--- src/rtl/multicycle_main_fsm.sv ---
// Multicycle RV32 main control unit: sequences fetch/decode/execute/memory/writeback
// over one shared memory with a ready handshake, bus timeout and retire counter.
module multicycle_main_fsm #(
    parameter int unsigned TIMEOUT = 16,
    parameter int unsigned CNT_W   = 32
) (
    input  logic             clk,
    input  logic             reset,
    input  logic [6:0]       opcode,
    input  logic [2:0]       funct3,
    input  logic             mem_ready,
    output logic             mem_req,
    output logic             AdrSrc,
    output logic             MemWrite,
    output logic             IRWrite,
    output logic             PCUpdate,
    output logic             Branch,
    output logic             RegWrite,
    output logic [2:0]       ImmSrc,
    output logic [1:0]       ALU_srcA,
    output logic [1:0]       ALU_srcB,
    output logic [2:0]       ALU_op,
    output logic [1:0]       Result_src,
    output logic             illegal,
    output logic             bus_err,
    output logic [CNT_W-1:0] instret,
    output logic [3:0]       state
);

    localparam int unsigned WAIT_W = (TIMEOUT < 2) ? 1 : $clog2(TIMEOUT + 1);
    localparam bit          TO_EN  = (TIMEOUT != 0);

    localparam logic [6:0] OP_LOAD   = 7'b0000011;
    localparam logic [6:0] OP_STORE  = 7'b0100011;
    localparam logic [6:0] OP_R      = 7'b0110011;
    localparam logic [6:0] OP_I      = 7'b0010011;
    localparam logic [6:0] OP_BRANCH = 7'b1100011;
    localparam logic [6:0] OP_JAL    = 7'b1101111;
    localparam logic [6:0] OP_JALR   = 7'b1100111;
    localparam logic [6:0] OP_LUI    = 7'b0110111;
    localparam logic [6:0] OP_AUIPC  = 7'b0010111;

    localparam logic [2:0] IMM_I = 3'b000;
    localparam logic [2:0] IMM_S = 3'b001;
    localparam logic [2:0] IMM_B = 3'b010;
    localparam logic [2:0] IMM_J = 3'b011;
    localparam logic [2:0] IMM_U = 3'b100;

    localparam logic [1:0] SRCA_PC    = 2'b00;
    localparam logic [1:0] SRCA_OLDPC = 2'b01;
    localparam logic [1:0] SRCA_RS1   = 2'b10;
    localparam logic [1:0] SRCB_RS2   = 2'b00;
    localparam logic [1:0] SRCB_IMM   = 2'b01;
    localparam logic [1:0] SRCB_FOUR  = 2'b10;

    localparam logic [2:0] ALU_ADD  = 3'b000;
    localparam logic [2:0] ALU_SUB  = 3'b001;
    localparam logic [2:0] ALU_CMP  = 3'b100;
    localparam logic [2:0] ALU_SPEC = 3'b111;

    localparam logic [1:0] RES_ALUOUT = 2'b00;
    localparam logic [1:0] RES_RDATA  = 2'b01;
    localparam logic [1:0] RES_ALURES = 2'b10;
    localparam logic [1:0] RES_IMM    = 2'b11;

    typedef enum logic [3:0] {
        S_FETCH    = 4'd0,
        S_DECODE   = 4'd1,
        S_MEMADR   = 4'd2,
        S_MEMREAD  = 4'd3,
        S_MEMWB    = 4'd4,
        S_MEMWRITE = 4'd5,
        S_EXECR    = 4'd6,
        S_EXECI    = 4'd7,
        S_ALUWB    = 4'd8,
        S_BRANCH   = 4'd9,
        S_JAL      = 4'd10,
        S_JALR     = 4'd11,
        S_LUI      = 4'd12,
        S_AUIPC    = 4'd13,
        S_HALT     = 4'd14
    } state_e;

    state_e             state_q, state_d;
    logic [WAIT_W-1:0]  wait_q, wait_d;
    logic               illegal_q, illegal_d;
    logic               bus_err_q, bus_err_d;
    logic [CNT_W-1:0]   instret_q, instret_d;
    logic               timeout_c;

    // only funct3[2] selects the branch comparison
    logic unused_funct3;
    assign unused_funct3 = ^funct3[1:0];

    always_ff @(posedge clk) begin
        if (reset) begin
            state_q   <= S_FETCH;
            wait_q    <= '0;
            illegal_q <= 1'b0;
            bus_err_q <= 1'b0;
            instret_q <= '0;
        end else begin
            state_q   <= state_d;
            wait_q    <= wait_d;
            illegal_q <= illegal_d;
            bus_err_q <= bus_err_d;
            instret_q <= instret_d;
        end
    end

    assign timeout_c = TO_EN && (wait_q == WAIT_W'(TIMEOUT)) && !mem_ready;

    always_comb begin
        state_d    = state_q;
        wait_d     = wait_q;
        illegal_d  = illegal_q;
        bus_err_d  = bus_err_q;
        instret_d  = instret_q;
        mem_req    = 1'b0;
        AdrSrc     = 1'b0;
        MemWrite   = 1'b0;
        IRWrite    = 1'b0;
        PCUpdate   = 1'b0;
        Branch     = 1'b0;
        RegWrite   = 1'b0;
        ImmSrc     = IMM_I;
        ALU_srcA   = SRCA_PC;
        ALU_srcB   = SRCB_RS2;
        ALU_op     = ALU_ADD;
        Result_src = RES_ALUOUT;

        case (state_q)
            S_FETCH: begin
                mem_req    = 1'b1;
                ALU_srcB   = SRCB_FOUR;
                Result_src = RES_ALURES;
                IRWrite    = mem_ready;
                PCUpdate   = mem_ready;
                if (mem_ready) begin
                    state_d = S_DECODE;
                end else if (timeout_c) begin
                    state_d   = S_HALT;
                    bus_err_d = 1'b1;
                end
            end
            S_DECODE: begin
                ALU_srcA = SRCA_OLDPC;
                ALU_srcB = SRCB_IMM;
                case (opcode)
                    OP_LOAD, OP_STORE: state_d = S_MEMADR;
                    OP_R:              state_d = S_EXECR;
                    OP_I:              state_d = S_EXECI;
                    OP_BRANCH: begin
                        ImmSrc  = IMM_B;
                        state_d = S_BRANCH;
                    end
                    OP_JAL: begin
                        ImmSrc  = IMM_J;
                        state_d = S_JAL;
                    end
                    OP_JALR:           state_d = S_JALR;
                    OP_LUI:            state_d = S_LUI;
                    OP_AUIPC:          state_d = S_AUIPC;
                    default: begin
                        state_d   = S_HALT;
                        illegal_d = 1'b1;
                    end
                endcase
            end
            S_MEMADR: begin
                ALU_srcA = SRCA_RS1;
                ALU_srcB = SRCB_IMM;
                ImmSrc   = (opcode == OP_STORE) ? IMM_S : IMM_I;
                state_d  = (opcode == OP_STORE) ? S_MEMWRITE : S_MEMREAD;
            end
            S_MEMREAD: begin
                mem_req = 1'b1;
                AdrSrc  = 1'b1;
                if (mem_ready) begin
                    state_d = S_MEMWB;
                end else if (timeout_c) begin
                    state_d   = S_HALT;
                    bus_err_d = 1'b1;
                end
            end
            S_MEMWB: begin
                Result_src = RES_RDATA;
                RegWrite   = 1'b1;
                state_d    = S_FETCH;
            end
            S_MEMWRITE: begin
                mem_req  = 1'b1;
                AdrSrc   = 1'b1;
                MemWrite = 1'b1;
                if (mem_ready) begin
                    state_d = S_FETCH;
                end else if (timeout_c) begin
                    state_d   = S_HALT;
                    bus_err_d = 1'b1;
                end
            end
            S_EXECR: begin
                ALU_srcA = SRCA_RS1;
                ALU_op   = ALU_SPEC;
                state_d  = S_ALUWB;
            end
            S_EXECI: begin
                ALU_srcA = SRCA_RS1;
                ALU_srcB = SRCB_IMM;
                ALU_op   = ALU_SPEC;
                state_d  = S_ALUWB;
            end
            S_ALUWB: begin
                RegWrite = 1'b1;
                state_d  = S_FETCH;
            end
            S_BRANCH: begin
                ALU_srcA = SRCA_RS1;
                Branch   = 1'b1;
                ALU_op   = funct3[2] ? ALU_CMP : ALU_SUB;
                state_d  = S_FETCH;
            end
            S_JAL: begin
                ALU_srcA = SRCA_OLDPC;
                ALU_srcB = SRCB_FOUR;
                PCUpdate = 1'b1;
                state_d  = S_ALUWB;
            end
            S_JALR: begin
                ALU_srcA = SRCA_RS1;
                ALU_srcB = SRCB_IMM;
                state_d  = S_JAL;
            end
            S_LUI: begin
                ImmSrc     = IMM_U;
                Result_src = RES_IMM;
                RegWrite   = 1'b1;
                state_d    = S_FETCH;
            end
            S_AUIPC: begin
                ALU_srcA = SRCA_OLDPC;
                ALU_srcB = SRCB_IMM;
                ImmSrc   = IMM_U;
                state_d  = S_ALUWB;
            end
            S_HALT:  state_d = S_HALT;
            default: state_d = S_HALT;
        endcase

        // wait counter restarts whenever the state changes, counts idle request cycles
        if (state_d != state_q) begin
            wait_d = '0;
        end else if (!mem_ready &&
                     (state_q == S_FETCH || state_q == S_MEMREAD || state_q == S_MEMWRITE)) begin
            wait_d = wait_q + WAIT_W'(1);
        end

        if (state_d == S_FETCH &&
            (state_q == S_MEMWB || state_q == S_MEMWRITE || state_q == S_ALUWB ||
             state_q == S_BRANCH || state_q == S_LUI)) begin
            instret_d = instret_q + CNT_W'(1);
        end
    end

    assign state   = 4'(state_q);
    assign illegal = illegal_q;
    assign bus_err = bus_err_q;
    assign instret = instret_q;

endmodule

--- config.mk ---
export PLATFORM = sky130hd
export DESIGN_NAME = multicycle_main_fsm
export DESIGN_NICKNAME = d
export VERILOG_FILES = /design/src/rtl/multicycle_main_fsm.sv
export SDC_FILE = /design/constraint.sdc
export NUM_CORES = 1
export LEC_CHECK = 0
export CAP_MARGIN = 0
export CORE_MARGIN = 2
export CORE_UTILIZATION = 26
export CTS_BUF_LIST = sky130_fd_sc_hd__clkbuf_8 sky130_fd_sc_hd__clkbuf_16
export DETAILED_ROUTE_END_ITERATION = 16
export GPL_TIMING_DRIVEN = 0
export PLACE_DENSITY_LB_ADDON = 0.25
export SYNTH_ARGS = -nofsm -noshare
export SYNTH_HDL_FRONTEND = slang
export SYNTH_SLANG_ARGS = --single-unit
--- constraint.sdc ---
create_clock -name clk -period 6.1 [get_ports clk]
set_clock_uncertainty 0.1 [all_clocks]
set_input_delay 1.22 -clock clk [delete_from_list [all_inputs] [get_ports clk]]
set_output_delay 1.22 -clock clk [all_outputs]
set_load 0.02 [all_outputs]
==> results.md <==
- Outcome: finished clean
- Share of post-route cells with drive strength above 1: 7.25%
- TritonCTS clock tree: built
- Post-synth top cells: 47 x nor2_1, 43 x dfxtp_1, 25 x nand2_1
- NumNets Final: 415
- Post-synth EDFFs: 0
- I/O Pins: 70
- GPL Wtd Cong: 0.872
- CTS Buffer Depth: 2
- H-tree levels: 2
- Antenna Cells: 0
- Worst r2r src: state[1]
- Worst min-delay path startpoint: bus_err
- Tmin final: 4400 ps
- Post-synth cell types: 57
- Root buffer cell: clkbuf_8
- Synth top area share: 33.4%
- Clk_lat worst skew: 300 ps
- Cell repeated most along the worst path: clkdlybuf4s50_1
- # setup viols final: 0
- Number of global-route vias before repair: 2,428
- Hold Vio Cnt, Final: 0
- Synthesized flop and latch total: 43
- Post-DRT Antenna Nets: 0
- CP Capture Type: output port
- Ordered cell list for the critical path: clkdlybuf4s50_1, nor3b_1, nand2_1, o22ai_1, clkdlybuf4s50_1
- Syn Nets: 341
- Max_slew headroom: 54.4%
- Setup crit end: ImmSrc[0]
- Site Rows: 36
- DRC viols: 0
- Pre-CTS WS: 1720 ps
- Cell count after synthesis: 325
- F_max: 0.227 GHz
- Top FF cell, synth: dfxtp_1
- Delay of the slowest critical-path stage: 630 ps
- Critical path's top delay family: buffers and inverters
- Critical Path AT: 3080 ps
- WP buf/inv: 2
- First-pass detailed-route iteration total: 4
- Slowest-stage cell, CP: clkdlybuf4s50_1
- Initial antenna violation count: 0
- Post-CTS Setup Bufs: 0
- Reg2reg path depth: 7
- Clk pin slew, worst setup/hold paths: 80 ps
- WL final: 7380 microns
- Setup WS post-layout: 1700 ps
- DR vias/cell: 4.86
- Synth area leader: dfxtp_1
- Mapped Area: 2580 sq um
- Die Y: 104 microns
- Num CTS Buffers: 5
- Top-count cell post-synth: nor2_1
- Die X: 104 microns
- Hold/Removal Path Class: reg -> reg
- Total Routing Usage GR: 13.4%
- Setup crit start: opcode[4]
- Post-synthesis sequential area ratio: 33.4%
- CP Class: in -> out
- PwrDens: 299 nW/um^2
- Max cap viols: 0
- Fin Hold WS: 376 ps
- Synth-to-Final Area Change: 36.1%
- Initial Util: 26.6%
- Gr ovfl total: 0
- Die ar.: 10,700 sq um
- Crit. path cell count: 5
- Leakage: 1.24 nW
- Slew Viols, Final: 0
- RSZ-0062 raised after global routing: false
- Peak fanout along the critical path: 8
- Ratio of final minimum period to clock period: 72.1%
- Post-synth ARST share: 0%
- DPL Wire Length: 5430 microns
- Worst VDD drop: 0.106 mV
- Drt wl/cell: 13.8 microns
- Setup tns final: 0 ps
- Critical R2R Capture: wait_q[3]
- Largest net degree at the start of global routing: 14
- Synth Area per Inst: 7.93 sq um
- Worst Max-Slew Pin Slew: 679 ps
- Reg2Reg Setup Slack: 3810 ps
- CP startpoint kind: primary input
- Post-CTS Resized: 0
- Synthesis Warnings: 0
- Clk sink count: 43
- Global-route wire length before repair: 12,200 microns
- Iter 0 DRT Violations: 100
- Core ar.: 9680 sq um
- Port-buffer cells: 67
- Required @ worst endpoint: 4780 ps
- Hold_buf cts: 0
- Via Count: 2,589
- Ranking of synthesized cells by area: dfxtp_1 33%, nor2_1 6.8%, xor2_1 6.5%
[per-layer routing]
metal  vias up  global-route usage, %  part of all wire [%]
li1       1293                      -                     -
met1      1203                   19.3                    50
met2        84                   20.7                    44
met3         9                   2.39                   4.7
met4         0                   3.76                   1.3
met5         -                      0                     0
[sequential cells by signal (all words and copies together), names as in the netlist]
register,flops
illegal,1
bus_err,1
wait_q,5
instret,32
state,4
[power breakdown]
part	switching [mW]	total [mW]	internal (mW)
clock	0.102	0.193	0.0913
sequential	0.0159	0.314	0.298
combinational	0.320	0.544	0.224
total	0.438	1.05	0.613
[logic make-up after synthesis]
logic type                 after synthesis  synth area share, %
muxes                                    2                0.776
buffers and inverters                   26                 4.32
xor gates and xnor gates                36                 12.2
AOI/OAI and AO/OA                       48                 13.1
DFF                                     43                 33.4
and+or+nand+nor                        167                 34.7
adders and majority gates                3                 1.46
[through the flow]
step | utilization [%] | area [sq um] | total power, mW | instances
5_1_grt | 36.3 | 3510 | 1.12 | 533
4_1_cts | 36.3 | 3510 | 1.06 | 533
6_report | 36.3 | 3510 | 1.05 | 533
3_5_place_dp | 35.3 | 3420 | 0.862 | 525
2_1_floorplan | - | 2580 | 0.664 | 325
3_3_place_gp | 35.3 | 3420 | 0.860 | 525
[cell type report]
class	count	area, sq um
buffer	18	81.3
clock buffer	6	82.6
clock inverter	2	12.5
fill	1037	6170
inverter	8	30.0
multi-input combinational	256	1610
sequential	43	861
tap	133	166
timing repair buffer	67	671
[cell usage in the layout, fill, tap and decap left out, types with 7 or more instances in the layout]
cell type        Yosys  layout
clkdlybuf4s50_1      0      67
nor2_1              47      47
dfxtp_1             43      43
nand2_1             25      25
nor3_1              20      20
xor2_1              19      19
xnor2_1             17      17
nand3_1             13      13
buf_2               11      11
nand4_1             11      11
a21oi_1             11      11
o21ai_0              9       9
inv_1                6       7
and3_1               7       7
[worst min-delay path by stage]
stage          cells after the start        end
2_1_floorplan                      2  wait_q[4]
3_3_place_gp                       2    illegal
3_5_place_dp                       2    bus_err
4_1_cts                            2    bus_err
5_1_grt                            2    illegal
6_report                           2    bus_err
[worst min-delay path, stage by stage, from the launching register on]
cell,delay [ps]
dfxtp_1,340
a21oi_1,40
nor2_1,70
No activity file was read; power rests on OpenSTA's default activity.
